File: config.mk
export PLATFORM = sky130hd
export DESIGN_NAME = pu_riscv_mmio_host_ahb3
export DESIGN_NICKNAME = d
export VERILOG_FILES = /design/src/rtl/pu_riscv_mmio_host_ahb3.sv
export SDC_FILE = /design/constraint.sdc
export NUM_CORES = 1
export LEC_CHECK = 0
export CELL_PAD_IN_SITES_DETAIL_PLACEMENT = 1
export CELL_PAD_IN_SITES_GLOBAL_PLACEMENT = 2
export CORE_MARGIN = 10
export CORE_UTILIZATION = 28
export DETAILED_ROUTE_END_ITERATION = 16
export PLACE_DENSITY_LB_ADDON = 0.1
export SETUP_SLACK_MARGIN = 0.15
export SLEW_MARGIN = 20
export SYNTH_ARGS = -nofsm -noshare
export SYNTH_HDL_FRONTEND = slang
export SYNTH_SLANG_ARGS = --single-unit
File: constraint.sdc
create_clock -name HCLK -period 4.5 [get_ports HCLK]
set_input_delay 0.675 -clock HCLK [delete_from_list [all_inputs] [get_ports HCLK]]
set_output_delay 0.675 -clock HCLK [all_outputs]
set_load 0.05 [all_outputs]
File: src/rtl/pu_riscv_mmio_host_ahb3.sv
// pu_riscv_mmio_host_ahb3: AHB3-Lite slave giving a RISC-V test harness a
// TOHOST completion register, a UART TX FIFO, a STATUS register and a WDOG
// register. The watchdog is compiled in when PU_RISCV_MMIO_WATCHDOG_EN is
// defined; otherwise WDOG reads 0, writes are ignored and it never expires.
module pu_riscv_mmio_host_ahb3 #(
   parameter int          HADDR_SIZE   = 64,
   parameter int          HDATA_SIZE   = 64,
   parameter logic [63:0] BASE_ADDR    = 64'h8000_1000,
   parameter int          FIFO_DEPTH   = 8,
   parameter int          WDOG_WIDTH   = 32,
   parameter int          WDOG_DEFAULT = 1000000
)(
   input  logic                  HCLK,
   input  logic                  HRESETn,
   input  logic                  HSEL,
   input  logic                  HWRITE,
   input  logic                  HMASTLOCK,
   input  logic                  HREADY,
   input  logic [HADDR_SIZE-1:0] HADDR,
   input  logic [HDATA_SIZE-1:0] HWDATA,
   input  logic [1:0]            HTRANS,
   input  logic [2:0]            HSIZE,
   input  logic [2:0]            HBURST,
   input  logic [3:0]            HPROT,
   output logic [HDATA_SIZE-1:0] HRDATA,
   output logic                  HREADYOUT,
   output logic                  HRESP,
   output logic [7:0]            tx_data,
   output logic                  tx_valid,
   input  logic                  tx_ready,
   output logic                  done,
   output logic                  pass,
   output logic [HDATA_SIZE-2:0] code,
   output logic                  wdog_expired
);

   localparam int ALIGN = $clog2(HDATA_SIZE / 8);
   localparam int PTR_W = $clog2(FIFO_DEPTH);
   localparam int LVL_W = PTR_W + 1;
   localparam logic [LVL_W-1:0] LVL_FULL = LVL_W'(FIFO_DEPTH);
   localparam logic [1:0] REG_TOHOST = 2'd0;
   localparam logic [1:0] REG_UART   = 2'd1;
   localparam logic [1:0] REG_STATUS = 2'd2;
   localparam logic [1:0] REG_WDOG   = 2'd3;

   typedef enum logic [1:0] {ST_IDLE, ST_STALL, ST_ERR1, ST_ERR2} state_t;

   state_t                r_state;
   logic                  r_hreadyout, r_hresp;
   logic                  r_dpValid, r_dpWrite;
   logic [1:0]            r_dpReg;
   logic [7:0]            r_mem [FIFO_DEPTH];
   logic [PTR_W-1:0]      r_wrPtr, r_rdPtr;
   logic [LVL_W-1:0]      r_level;
   logic                  r_done, r_pass;
   logic [HDATA_SIZE-2:0] r_code;

   logic [HADDR_SIZE-1:0] w_offset;
   logic [1:0]            w_regIdx;
   logic                  w_mapped, w_capture, w_error, w_uartWrCap;
   logic                  w_push, w_pop, w_stallPush;
   logic [LVL_W-1:0]      w_levelNext;
   logic                  w_tohostWr, w_wdogWr, w_wdogFire, w_wdogExpired;
   logic [HDATA_SIZE-1:0] w_wdogRead, w_rdata;
   logic                  w_unused;

   assign w_offset    = HADDR - BASE_ADDR[HADDR_SIZE-1:0];
   assign w_regIdx    = w_offset[ALIGN+1:ALIGN];
   assign w_mapped    = (w_offset[ALIGN-1:0] == '0) && (w_offset[HADDR_SIZE-1:ALIGN+2] == '0);
   assign w_capture   = HSEL && HREADY && HTRANS[1];
   assign w_error     = !w_mapped
                        || (!HWRITE && (w_regIdx == REG_TOHOST || w_regIdx == REG_UART))
                        || (HWRITE && w_regIdx == REG_STATUS);
   assign w_uartWrCap = w_mapped && HWRITE && (w_regIdx == REG_UART);

   assign w_pop       = (r_level != '0) && tx_ready;
   assign w_stallPush = (r_state == ST_STALL) && (r_level != LVL_FULL);
   assign w_push      = w_stallPush || (r_dpValid && r_dpWrite && r_dpReg == REG_UART);
   assign w_levelNext = r_level + LVL_W'(w_push) - LVL_W'(w_pop);
   assign w_tohostWr  = r_dpValid && r_dpWrite && (r_dpReg == REG_TOHOST);
   assign w_wdogWr    = r_dpValid && r_dpWrite && (r_dpReg == REG_WDOG);

   // Data-phase FSM: decides the response at address capture so HREADYOUT/HRESP come straight from flops
   always_ff @(posedge HCLK or negedge HRESETn) begin
      if (!HRESETn) begin
         r_state     <= ST_IDLE;
         r_hreadyout <= 1'b1;
         r_hresp     <= 1'b0;
         r_dpValid   <= 1'b0;
         r_dpWrite   <= 1'b0;
         r_dpReg     <= REG_TOHOST;
      end else begin
         r_dpValid <= 1'b0;
         case (r_state)
            ST_IDLE, ST_ERR2: begin
               if (w_capture && w_error) begin
                  r_state     <= ST_ERR1;
                  r_hreadyout <= 1'b0;
                  r_hresp     <= 1'b1;
               end else if (w_capture && w_uartWrCap && w_levelNext == LVL_FULL) begin
                  r_state     <= ST_STALL;
                  r_hreadyout <= 1'b0;
                  r_hresp     <= 1'b0;
               end else begin
                  r_state     <= ST_IDLE;
                  r_hreadyout <= 1'b1;
                  r_hresp     <= 1'b0;
                  r_dpValid   <= w_capture;
                  r_dpWrite   <= HWRITE;
                  r_dpReg     <= w_regIdx;
               end
            end
            ST_STALL: begin
               if (w_stallPush) begin
                  r_state     <= ST_IDLE;
                  r_hreadyout <= 1'b1;
               end
            end
            ST_ERR1: begin
               r_state     <= ST_ERR2;
               r_hreadyout <= 1'b1;
               r_hresp     <= 1'b1;
            end
            default: begin
               r_state     <= ST_IDLE;
               r_hreadyout <= 1'b1;
               r_hresp     <= 1'b0;
            end
         endcase
      end
   end

   // FIFO storage is not reset; tx_data is masked while the FIFO is empty
   always_ff @(posedge HCLK) begin
      if (w_push) r_mem[r_wrPtr] <= HWDATA[7:0];
   end

   // FIFO pointers wrap naturally because the depth is a power of two
   always_ff @(posedge HCLK or negedge HRESETn) begin
      if (!HRESETn) begin
         r_wrPtr <= '0;
         r_rdPtr <= '0;
         r_level <= '0;
      end else begin
         if (w_push) r_wrPtr <= r_wrPtr + PTR_W'(1);
         if (w_pop)  r_rdPtr <= r_rdPtr + PTR_W'(1);
         r_level <= w_levelNext;
      end
   end

   // Sticky test result; a watchdog timeout overrides a same-cycle TOHOST write
   always_ff @(posedge HCLK or negedge HRESETn) begin
      if (!HRESETn) begin
         r_done <= 1'b0;
         r_pass <= 1'b0;
         r_code <= '0;
      end else if (w_wdogFire) begin
         r_done <= 1'b1;
         r_pass <= 1'b0;
         r_code <= '0;
      end else if (w_tohostWr && HWDATA[0] && !r_done) begin
         r_done <= 1'b1;
         r_pass <= (HWDATA == HDATA_SIZE'(1));
         r_code <= HWDATA[HDATA_SIZE-1:1];
      end
   end

`ifdef PU_RISCV_MMIO_WATCHDOG_EN
   logic [WDOG_WIDTH-1:0] r_wdCount, r_wdReload;
   logic                  r_wdExpired;

   assign w_wdogFire    = !r_done && !w_wdogWr && (r_wdCount <= WDOG_WIDTH'(1));
   assign w_wdogExpired = r_wdExpired;
   assign w_wdogRead    = HDATA_SIZE'(r_wdCount);
   assign w_unused      = ^{HMASTLOCK, HBURST, HPROT, HSIZE, r_wdReload};

   // Watchdog counts down while the test runs; a WDOG write reloads it, reaching zero ends the test
   always_ff @(posedge HCLK or negedge HRESETn) begin
      if (!HRESETn) begin
         r_wdCount   <= WDOG_WIDTH'(WDOG_DEFAULT);
         r_wdReload  <= WDOG_WIDTH'(WDOG_DEFAULT);
         r_wdExpired <= 1'b0;
      end else if (w_wdogWr) begin
         r_wdCount  <= HWDATA[WDOG_WIDTH-1:0];
         r_wdReload <= HWDATA[WDOG_WIDTH-1:0];
      end else if (w_wdogFire) begin
         r_wdCount   <= '0;
         r_wdExpired <= 1'b1;
      end else if (!r_done) begin
         r_wdCount <= r_wdCount - WDOG_WIDTH'(1);
      end
   end
`else
   assign w_wdogFire    = 1'b0;
   assign w_wdogExpired = 1'b0;
   assign w_wdogRead    = '0;
   assign w_unused      = ^{HMASTLOCK, HBURST, HPROT, HSIZE, w_wdogWr};
`endif

   // Read data is driven only during the data phase of an accepted read
   always_comb begin
      w_rdata = '0;
      if (r_dpValid && !r_dpWrite) begin
         if (r_dpReg == REG_STATUS) begin
            w_rdata[0]    = (r_level == LVL_FULL);
            w_rdata[1]    = (r_level == '0);
            w_rdata[2]    = r_done;
            w_rdata[3]    = r_pass;
            w_rdata[4]    = w_wdogExpired;
            w_rdata[15:8] = 8'(r_level);
         end else if (r_dpReg == REG_WDOG) begin
            w_rdata = w_wdogRead;
         end
      end
   end

   assign HRDATA       = w_rdata;
   assign HREADYOUT    = r_hreadyout;
   assign HRESP        = r_hresp;
   assign tx_valid     = (r_level != '0);
   assign tx_data      = (r_level != '0) ? r_mem[r_rdPtr] : 8'h00;
   assign done         = r_done;
   assign pass         = r_pass;
   assign code         = r_code;
   assign wdog_expired = w_wdogExpired;

endmodule
==> flow_metrics.tcl, run 1 <==
set metrics [dict create \
    antenna_left 0 \
    ys_ff_latch 147 \
    finalInstanceArea_um2 11060 \
    root_buffer "clkbuf_16" \
    dieArea_um2 34560 \
    design.core.area_um2 27030 \
    post-route-period-util_pct 88.24 \
    syn_area_per_cell_um2 12.33 \
    powerDensity_nw_per_um2 465.3 \
    die_w_um 185.9 \
    cap_viol_max_count 0 \
    drc 0 \
    dp_hpwl_um 22170 \
    overflow 0 \
    setup_ws_ns 0.5293 \
    holdWs_ns 0.3029 \
    fillCellCount 2937 \
    tightest_slew_ns 0.9901 \
    h-tree-depth 4 \
    cpMaxStageDelayCell "or4_4" \
    hold_viol 0 \
    ir_worst_vdd_mv 0.2241 \
    cts.sinks 147 \
    cts_tree "built" \
    numCtsBuffers 17 \
    area_growth_pct 43.47 \
    dp_worst_setup_slack_ns 0.07640 \
    path_cells "clkdlybuf4s50_1 -> or4_4 -> or3b_2 -> nor4_1 -> nand2_1 -> a2111oi_0 -> buf_4 -> and4_1 -> nand4_4 -> a211oi_4 -> mux2_2" \
    fin_util_pct 40.92 \
    via_per_inst 4.873 \
    critPathMaxFanout 4 \
    synth_warnings 0 \
    hold_buffers 0 \
    clock_path_buffers 2 \
    rsz0062_at_grt "false" \
    detailed_place.area_um2 10440 \
    netlist_instances 625 \
    async_flop_share_pct 56.46 \
    min_path_type "input port to async pin" \
    synth-seq-area-share_pct 51.90 \
    tns_ns 0 \
    track_usage_pct 15.79 \
    drt-pass1-iter-count 4 \
    setup_viol 0 \
    row_count 60 \
    max_freq_mhz 251.8 \
    antenna_found_initial 0 \
    cp.arrival_ns 4.27 \
    required_ns 4.79 \
    status "complete, no violations" \
    wl_per_cell_um 21.95 \
    ys.flop_type "dfrtp_1" \
    nets 1052 \
    syn_area_um2 7707 \
    wirelength_um 27370 \
    most-common-layout-cells "clkdlybuf4s50_1 (217), dfrtp_1 (82), mux2_2 (68)" \
    crit_type "input port to flip-flop" \
    p_leak_nw 4.345 \
    grt_pass1_vias 6895 \
    start_kind "input port" \
    netlist-cell-type-count 65 \
    diodes 0 \
    path_clk_slew_ns 0.07 \
    min_period_ns 3.971 \
    start_util_pct 28.52 \
    die_h_um 185.9 \
    final_common_cell "clkdlybuf4s50_1" \
    slowest_delay_ns 0.55 \
    grt_start_max_net_pins 67 \
    max_slew_margin_pct 33.63 \
    clock_latency_ns 0.42 \
    vias 6077 \
    port_buffers 218 \
    cp-end-kind "flip-flop" \
    grt_first_pass_wirelength_um 41750 \
    drive_above_1_share_pct 20.20 \
    gp_congestion 0.8855 \
    first_iter_violations 277 \
    clock_skew_ns 0.01431 \
    synth_edf_count 64 \
    slew_viol_final 0 \
    pin_count 288 \
]
==> logic make-up (layout without fill, tap and decap cells) <==
kind of cell	after synthesis	after routing	synth area share [%]
mux	92	92	15.65
fa+ha+maj	12	12	2.045
buf+inv	94	319	7.354
compound gates	66	66	6.299
xor+xnor	11	11	1.250
flops	147	147	51.90
simple gates	202	202	15.45
other cells	1	57	0.04865
==> per-layer routing <==
metal  part of all wire (%)  wire [um]  track usage, %
met5                      0          0               0
met3                    7.9       2155           5.771
met2                     50      13590           26.66
met4                    1.6        449           4.644
met1                     41      11180           18.33
==> layout make-up <==
class	count	area (um^2)	share of cell area, %
sequential	147	4000	36.17
inverter	18	67.56	0.6110
clock inverter	15	187.7	1.697
clock buffer	17	425.4	3.847
multi-input combinational	440	3388	30.64
timing repair buffer	269	2562	23.17
tap	341	426.7	3.858
==> report_power, final <==
group          internal (W)  total (W)  switching, W
Clock              0.000847    0.00147      0.000625
Combinational      0.000767    0.00193       0.00116
Sequential          0.00156    0.00175      0.000188
Total               0.00317    0.00515       0.00197
==> synth_stat cells (14+ instances only) <==
| cell | instances | share of area (%) |
|---|---|---|
| dfrtp_1 | 82 | 27 |
| mux2_2 | 68 | 9.9 |
| edfxtp_1 | 64 | 25 |
| buf_4 | 57 | 5.6 |
| nor4_1 | 32 | 2.6 |
| nor2_1 | 28 | 1.4 |
| nand2_1 | 25 | 1.2 |
| inv_1 | 18 | 0.88 |
| nor3_1 | 17 | 1.1 |
| mux4_2 | 16 | 4.7 |
| nand4_1 | 16 | 1.3 |
| o21ai_0 | 14 | 0.91 |
==> worst max-delay path: cells and delay by family <==
family | cells | cell delay [ns]
compound gates | 2 | 0.82
buf+inv | 2 | 0.63
mux | 1 | 0.37
simple gates | 6 | 1.76
==> flip-flops by register name, indices dropped and copies added, names as in the netlist, 2 cells and up <==
| register | cells |
|---|---|
| r_wrPtr | 3 |
| r_mem | 64 |
| r_dpReg | 2 |
| r_state | 2 |
| r_level | 4 |
| r_rdPtr | 3 |
| code | 63 |
==> repair_timing <==
| action | in CTS | in global routing |
|---|---|---|
| gates resized for setup | 0 | 1 |
| setup buffers | 0 | 0 |
| endpoints found under the setup margin | 0 | 6 |
==> path summary, 6_finish.rpt <==
path                               to  cells past startpoint  slack [ns]       start
min                           code[4]                      1        0.30     HRESETn
max reg2reg                r_dpReg[0]                     15        0.72  r_level[1]
min reg2reg                     HRESP                      2        0.50       HRESP
min in group HCLK               HRESP                      2        0.50       HRESP
max                        r_dpReg[0]                     11        0.53   HADDR[45]
max in group asynchronous    code[49]                      2        3.25     HRESETn
==> per-stage QoR <==
step	total power, W	std cells
finish	0.005146	1247
floorplan	0.003007	681
global route	0.005413	1247
CTS	0.005219	1247
global placement	0.003683	1215
detailed placement	0.003727	1215
Power figures use the tool's default switching activity.
==> run 2, diff against run 1 <==
- CAP_MARGIN: default -> 20
==> results of run 2 <==
No change in the layout: final DEF, timing and power equal those of run 1.
